### config.mk
export PLATFORM = sky130hd
export DESIGN_NAME = fifo_ctrl_ram_8x12
export DESIGN_NICKNAME = d
export VERILOG_FILES = /design/src/rtl/fifo_ctrl_ram_8x12.sv
export SDC_FILE = /design/constraint.sdc
export NUM_CORES = 1
export LEC_CHECK = 0
export BUFFER_PORTS_ARGS = -buffer_cell sky130_fd_sc_hd__buf_4
export CORE_MARGIN = 10
export CORE_UTILIZATION = 35
export DETAILED_ROUTE_END_ITERATION = 6
export PLACE_DENSITY = 0.66
export SYNTH_ARGS = -nofsm -noshare
export SYNTH_HDL_FRONTEND = slang
export SYNTH_SLANG_ARGS = --single-unit
### constraint.sdc
create_clock -name clk -period 5.3 [get_ports clk]
set_clock_uncertainty 0.1 [all_clocks]
set_input_delay 0.53 -clock clk [delete_from_list [all_inputs] [get_ports clk]]
set_output_delay 0.53 -clock clk [all_outputs]
set_load 0.02 [all_outputs]
### src/rtl/fifo_ctrl_ram_8x12.sv
// FIFO controller for an external 8x12 single-clock RAM: pointers, occupancy,
// threshold flags and a sticky error state machine driving the RAM port.
module fifo_ctrl_ram_8x12 #(
    parameter int DATA_WIDTH = 12,
    parameter int ADDR_WIDTH = 3,
    parameter int DEPTH      = 8
) (
    input  logic                  clk,
    input  logic                  reset_L,
    input  logic                  init,
    input  logic [ADDR_WIDTH-1:0] umbral_alto,
    input  logic [ADDR_WIDTH-1:0] umbral_bajo,
    input  logic                  push,
    input  logic [DATA_WIDTH-1:0] data_in,
    input  logic                  pop,
    input  logic [DATA_WIDTH-1:0] q_a,
    output logic [DATA_WIDTH-1:0] data_a,
    output logic [ADDR_WIDTH-1:0] addr_wa,
    output logic [ADDR_WIDTH-1:0] addr_ra,
    output logic                  we_a,
    output logic                  re_a,
    output logic [DATA_WIDTH-1:0] data_out,
    output logic                  valid_out,
    output logic [ADDR_WIDTH:0]   fifo_count,
    output logic                  full,
    output logic                  empty,
    output logic                  almost_full,
    output logic                  almost_empty,
    output logic                  error,
    output logic [3:0]            state
);

    typedef enum logic [3:0] {
        ST_RESET  = 4'd0,
        ST_INIT   = 4'd1,
        ST_IDLE   = 4'd2,
        ST_ACTIVE = 4'd3,
        ST_ERROR  = 4'd4
    } state_t;

    localparam logic [ADDR_WIDTH:0] FULL_COUNT = (ADDR_WIDTH + 1)'(DEPTH);

    state_t                state_reg, state_next;
    logic [ADDR_WIDTH-1:0] wr_ptr_reg, wr_ptr_next;
    logic [ADDR_WIDTH-1:0] rd_ptr_reg, rd_ptr_next;
    logic [ADDR_WIDTH:0]   count_reg, count_next;
    logic [ADDR_WIDTH-1:0] thr_hi_reg, thr_hi_next;
    logic [ADDR_WIDTH-1:0] thr_lo_reg, thr_lo_next;
    logic                  full_reg, full_next;
    logic                  empty_reg, empty_next;
    logic                  afull_reg, afull_next;
    logic                  aempty_reg, aempty_next;
    logic                  error_reg, error_next;
    logic                  valid_reg;

    logic running;
    logic wr_ok, rd_ok, overflow, underflow;

    assign running   = (state_reg == ST_IDLE) || (state_reg == ST_ACTIVE);
    assign wr_ok     = running && push && (!full_reg || pop);
    assign rd_ok     = (state_reg == ST_ACTIVE) && pop && !empty_reg;
    assign overflow  = running && push && full_reg && !pop;
    assign underflow = running && pop && empty_reg;

    always_comb begin
        state_next  = state_reg;
        wr_ptr_next = wr_ptr_reg + {{(ADDR_WIDTH-1){1'b0}}, wr_ok};
        rd_ptr_next = rd_ptr_reg + {{(ADDR_WIDTH-1){1'b0}}, rd_ok};
        count_next  = count_reg + {{ADDR_WIDTH{1'b0}}, wr_ok}
                                - {{ADDR_WIDTH{1'b0}}, rd_ok};
        error_next  = error_reg || overflow || underflow;
        thr_hi_next = thr_hi_reg;
        thr_lo_next = thr_lo_reg;

        if (state_reg == ST_INIT) begin
            thr_hi_next = umbral_alto;
            thr_lo_next = umbral_bajo;
        end

        case (state_reg)
            ST_RESET: state_next = ST_INIT;
            ST_INIT:  state_next = ST_IDLE;
            ST_IDLE, ST_ACTIVE: begin
                if (overflow || underflow)
                    state_next = ST_ERROR;
                else if (count_next == '0)
                    state_next = ST_IDLE;
                else
                    state_next = ST_ACTIVE;
            end
            ST_ERROR: state_next = ST_ERROR;
            default:  state_next = ST_RESET;
        endcase

        // init wins over everything, including a same-cycle overflow/underflow
        if (init && (state_reg != ST_RESET)) begin
            state_next  = ST_INIT;
            wr_ptr_next = '0;
            rd_ptr_next = '0;
            count_next  = '0;
            error_next  = 1'b0;
        end

        // Flags are registered from the post-edge count and thresholds
        full_next   = (count_next == FULL_COUNT);
        empty_next  = (count_next == '0);
        afull_next  = !full_next  && (count_next >= {1'b0, thr_hi_next});
        aempty_next = !empty_next && (count_next <= {1'b0, thr_lo_next});
    end

    always_ff @(posedge clk or negedge reset_L) begin
        if (!reset_L) begin
            state_reg  <= ST_RESET;
            wr_ptr_reg <= '0;
            rd_ptr_reg <= '0;
            count_reg  <= '0;
            thr_hi_reg <= '0;
            thr_lo_reg <= '0;
            full_reg   <= 1'b0;
            empty_reg  <= 1'b1;
            afull_reg  <= 1'b0;
            aempty_reg <= 1'b0;
            error_reg  <= 1'b0;
            valid_reg  <= 1'b0;
        end else begin
            state_reg  <= state_next;
            wr_ptr_reg <= wr_ptr_next;
            rd_ptr_reg <= rd_ptr_next;
            count_reg  <= count_next;
            thr_hi_reg <= thr_hi_next;
            thr_lo_reg <= thr_lo_next;
            full_reg   <= full_next;
            empty_reg  <= empty_next;
            afull_reg  <= afull_next;
            aempty_reg <= aempty_next;
            error_reg  <= error_next;
            valid_reg  <= rd_ok;
        end
    end

    assign data_a       = data_in;
    assign addr_wa      = wr_ptr_reg;
    assign addr_ra      = rd_ptr_reg;
    assign we_a         = wr_ok;
    assign re_a         = rd_ok;
    assign data_out     = q_a;
    assign valid_out    = valid_reg;
    assign fifo_count   = count_reg;
    assign full         = full_reg;
    assign empty        = empty_reg;
    assign almost_full  = afull_reg;
    assign almost_empty = aempty_reg;
    assign error        = error_reg;
    assign state        = state_reg;

endmodule

Word-level counts from Yosys, hierarchy flattened
Cells that the tools add are included.

Register bits after elaboration: 26. Input bits: 35. Word-level logic and storage cells: 59. Output and inout bits: 46.

Reductions and logical operators: 26. Mux-type cells: 10. $lt $le $gt $ge: 2. Equality and inequality tests: 5. Add/sub/neg operators: 4.

Operators with widths (count): 3-bit 2-to-1 mux (5); 4-bit zero test (3); 3-bit case mux with 4 select lines (1); 1-bit logical AND (11); 4-bit by 2-bit == test with 1-bit output, second input constant (2); 4-bit 2-to-1 mux (2); 3-bit by 1-bit adder with 3-bit output (2); 1-bit zero test (5); 1-bit logical OR (5); 4-bit by 1-bit adder with 4-bit output (1); 4-bit by 1-bit == test with 1-bit output, second input constant (1); 4-bit by 3-bit == test with 1-bit output, second input constant (1); 4-bit == test, second input constant (1); 4-bit by 3-bit >= comparator with 1-bit output (1); 4-bit by 3-bit less-or-equal comparator with 1-bit output (1); 4-bit nonzero test (1); 4-bit by 1-bit subtractor with 4-bit output (1); 1-bit 2-to-1 mux (2); 2-bit OR reduction (1).

Depth between registers and ports, before layout
Word-level depth: 11. Mapped depth: 12. Mapped depth without buffers: 12.

Worst setup path before layout
No wires, ideal clock.

Path kind: register -> register. From: register state_reg[2], in the netlist state[2]. To: register aempty_reg, in the netlist almost_empty. Required time: 5.099 ns. Period minus slack after synthesis: 3.471 ns. Data arrival time: 3.270 ns. Stages on the path, launching flop included: 13. Slack: 1.829 ns. Cell sequence: dfrtp_1 -> nand2b_1 -> nor3_1 -> ha_1 -> inv_1 -> ha_1 -> fa_1 -> and2_1 -> ha_1 -> nor2b_1 -> o21ai_0 -> a32oi_1 -> nor4_1.

RTL lines: start, declared (RTL line 43) `state_t state_reg, state_next;`; start signal, assigned (RTL line 126) `state_reg <= state_next;`; 4-bit by 2-bit == test with 1-bit output (*) (RTL line 61) `assign rd_ok = (state_reg == ST_ACTIVE) && pop && !empty_reg;`; 1-bit logical AND (*) (2 in series) (RTL line 61); via re_a (RTL line 21) `output logic re_a,`; 4-bit by 1-bit subtractor with 4-bit output (*) (RTL line 70) `- {{ADDR_WIDTH{1'b0}}, rd_ok};`; 4-bit 2-to-1 mux (*) (RTL line 96) `if (init && (state_reg != ST_RESET)) begin`; via count_next[1] (RTL line 46) `logic [ADDR_WIDTH:0] count_reg, count_next;`; branches (longest 2 deep; another with 4-bit by 3-bit less-or-equal comparator with 1-bit output); 1-bit logical AND (*) (RTL line 108) `aempty_next = !empty_next && (count_next <= {1'b0, thr_lo_next});`; via aempty_next (RTL line 52) `logic aempty_reg, aempty_next;`; end signal, assigned (RTL line 135) `aempty_reg <= aempty_next;`; end, declared (RTL line 52).

Mark *: on every way through the listed nets, which the timed path passes.

Final worst setup path
From: register state_reg[2], in the netlist state[2]. To: register aempty_reg, in the netlist almost_empty.

Word-level cells in the longest chain between the ends: 10.

RTL lines: 4-bit by 2-bit == test with 1-bit output, on equally long branches (RTL line 59, 61); 1-bit logical OR (RTL line 59) `assign running = (state_reg == ST_IDLE) || (state_reg == ST_ACTIVE);`; 1-bit logical AND (2 in series) (RTL line 60) `assign wr_ok = running && push && (!full_reg || pop);`; 4-bit by 1-bit adder with 4-bit output (RTL line 69) `count_next = count_reg + {{ADDR_WIDTH{1'b0}}, wr_ok}`; 4-bit by 1-bit subtractor with 4-bit output (RTL line 70); 4-bit 2-to-1 mux (*) (RTL line 96); via count_next[1] (RTL line 46); branches (longest 2 deep; another with 4-bit by 3-bit less-or-equal comparator with 1-bit output); 1-bit logical AND (*) (RTL line 108); via aempty_next (RTL line 52).

Marked as above.

==> qor.log <==
qor: outcome.outcome completed
qor: final_layout.mostFrequentLayoutCells buf_4 (31), dfrtp_1 (24), ha_1 (14), inv_1 (12), and2_1 (8)
qor: drt.firstDrtPassIters 2
qor: worst_setup_path.cp-end-kind register
qor: final_layout.area_delta_synth_final 10.4%
qor: drt.drt_iter0_markers 29
qor: cts.post-cts-setup-buffer-count 0
qor: timing.fmax 307 MHz
qor: synth.synthesis.instances 134
qor: drt.drt-vias-per-instance 4.64
qor: drt.routedWlPerCell 15.6 um
qor: pwr.power.internal 0.000591 W
qor: worst_setup_path.worst_setup_path_start_kind register
qor: final_layout.final_common_cell buf_4
qor: timing.final_max_slew_viol_count 0
qor: placed_design.place_congestion 0.838
qor: placed_design.number_of_instances_in_the_placed_design 190
qor: final_layout.final_net_count 195
qor: timing.rsz0062_at_grt false
qor: drt.antenna_left 0
qor: synth.register_bit_total_from_synthesis 25
qor: timing.final-setup-viol-count 0
qor: synth.primary_flip_flop_cell_chosen_by_synthesis_mapping dfrtp_1
qor: synth.synth-edff-count 0
qor: pwr.netSwitchingFraction 43.0%
qor: worst_setup_path.timing.reg2reg.setup_slack 2040 ps
qor: cts.clk_latency 260 ps
qor: synth.postSynthNetCount 184
qor: final_layout.seq_area 627 um^2
qor: worst_setup_path.critPathArrivalTime 3330 ps
qor: cts.clock-root-buffer clkbuf_8
qor: pwr.cellPowerDensity 638 nW/um^2
qor: global_route.grt_usage 8.63%
qor: global_route.grt.overflow.total 0
qor: final_layout.combined_area_of_the_multi_input_logic_cells 612 um^2
qor: cts.clockBufferDepth 2
qor: hold_path.worstHoldPathType in -> async
qor: die.fp.dieW 84.8 um
qor: drt.detail_route.drc_violations 0
qor: placed_design.detailed_place_hpwl 2510 um
qor: global_route.grt_antenna_before_repair 0
qor: die.initial_utilization 36.5%
qor: pwr.cellLeakagePower 0.837 nW
qor: drt.aggregate_routed_wire_length 3030 um
qor: synth.syn-mean-instance-area 11.0 um^2
qor: timing.timing.final.ws_setup 2040 ps
qor: placed_design.portBuffers 31
qor: synth.synth-async-reset-ratio 100%
qor: synth.yosys_warnings 0
qor: cts.cts_inserted_buffers 3
qor: timing.layout_worst_path_cycle_share 61.5%
qor: final_layout.final_layout_size_suffix_gt1_share 32.6%
qor: drt.total_via_count_in_the_routed_design 900
qor: placed_design.pre_cts_slack 1990 ps
qor: die.die_h 84.8 um
qor: cts.clkSlewWorstSetupHoldPaths 80 ps
qor: pwr.total_power 0.00104 W
qor: synth.synthesis.area 1470 um^2
qor: pwr.share_seq_of_total_power 29.3%
qor: global_route.grt_pass1_wl 5150 um
qor: die.core_region_area 4030 um^2
qor: pwr.net-switching-power 0.000446 W
qor: final_layout.largest_register_ffs 4
qor: worst_setup_path.cp.required 5370 ps
qor: cts.ctsResizeCount 0
qor: timing.hold_violations 0
qor: cts.cts.sinks 25
qor: pwr.ir_drop_worst_vdd 0.000244 V
qor: die.placementRows 23
qor: cts.postCtsHoldBufs 0
qor: die.floorplan.die_area 7200 um^2
qor: timing.setup_tns 0 ps
qor: final_layout.n_fill_cell 395
qor: global_route.grt_start_max_net_pins 26
qor: final_layout.antenna_cells_inserted 0
qor: flow_run.maxCapViolCount 0
qor: timing.period_needed 3260 ps
qor: global_route.first_global_vias 1007
qor: pwr.clock_power_share 10.6%
qor: pwr.power_frac_comb 60.0%
qor: cts.cts_max_level 1
qor: die.design.portCount 81
qor: final_layout.final_cell_count_no_fill 194
qor: cts.clock_tree_from_tritoncts yes
qor: worst_setup_path.timing.setup.critical_path_class reg -> reg
qor: synth.synth.lib_cells_used.distinct 35
qor: synth.synth.yosys.seq_area_share 42.6%
qor: worst_setup_path.critPathMaxFanout 5
==> layer usage <==
metal / up-vias / routed length, um / track usage (%)
li1: 433 / - / -
met1: 415 / 1340 / 10.3
met2: 42 / 1280 / 12.8
met3: 10 / 352 / 4.78
met4: 0 / 49 / 2.99
met5: - / 0 / 0
==> synth_stat cells (all sizes together) (2+ instances only) <==
library cell  instances  area share [%]
ha                   14              12
nor2b                 3             1.4
inv                  12             3.1
and2                  8             3.4
nand2                 3            0.77
xnor2                 2             1.2
nor3                  4             2.9
mux2                  2             1.5
nand2b                3             1.3
buf                  25              13
o21ai                 2            0.94
a21oi                 6             2.3
nor2                  5             1.4
xor2                  2             1.2
dfrtp                24              41
mux2i                 5             3.4
==> area by class of cell <==
cell class | instances | area share, %
Clock buffer | 4 | 2.77
Inverter | 12 | 2.77
Multi-Input combinational cell | 72 | 37.7
Sequential cell | 25 | 38.6
Tap cell | 50 | 3.85
Timing Repair Buffer | 31 | 14.3
==> per-stage QoR <==
step           instance area, um^2  utilization (%)  hold slack [ps]
2_1_floorplan                 1470                -              134
3_3_place_gp                  1580             39.2              351
3_5_place_dp                  1580             39.2              355
4_1_cts                       1620             40.3             58.3
5_1_grt                       1620             40.3             59.1
6_report                      1620             40.3             47.1
==> cell families after synthesis <==
kind of cell	share of synthesized area [%]
XOR/XNOR	2.38
multiplexers	4.93
AO/OA/AOI/OAI	6.21
AND/OR/NAND/NOR	14.5
buffers and inverters	15.8
adder cells (fa/ha/maj)	13.3
other	0.255
flip-flops	42.6
==> final timing paths <==
kind / from / endpoint / cells past startpoint
min in group clk: thr_hi_reg[2] / thr_hi_reg[2] / 2
max reg2reg: state[2] / almost_empty / 12
min: reset_L / addr_ra[2] / 1
max in group asynchronous: reset_L / empty / 1
min reg2reg: thr_hi_reg[2] / thr_hi_reg[2] / 2
max: state[2] / almost_empty / 12
==> worst max-delay path, cell delays in order, from the launching register on <==
cell	delay [ps]
dfrtp_1	420
nand2b_1	190
nor3_1	390
ha_1	300
inv_1	60
ha_1	170
fa_1	480
and2_1	210
ha_1	310
nor2b_1	140
o21ai_0	150
a32oi_1	70
nor4_1	170
==> power groups by stage <==
stage / registers [W] / logic, W / clock network [W]
6_report: 0.000304 / 0.000623 / 0.000110
5_1_grt: 0.000315 / 0.000708 / 0.000125
4_1_cts: 0.000305 / 0.000635 / 0.000117
3_5_place_dp: 0.000309 / 0.000628 / 0
3_3_place_gp: 0.000307 / 0.000609 / 0
2_1_floorplan: 0.000357 / 0.000418 / 0
Power figures use the tool's default switching activity.
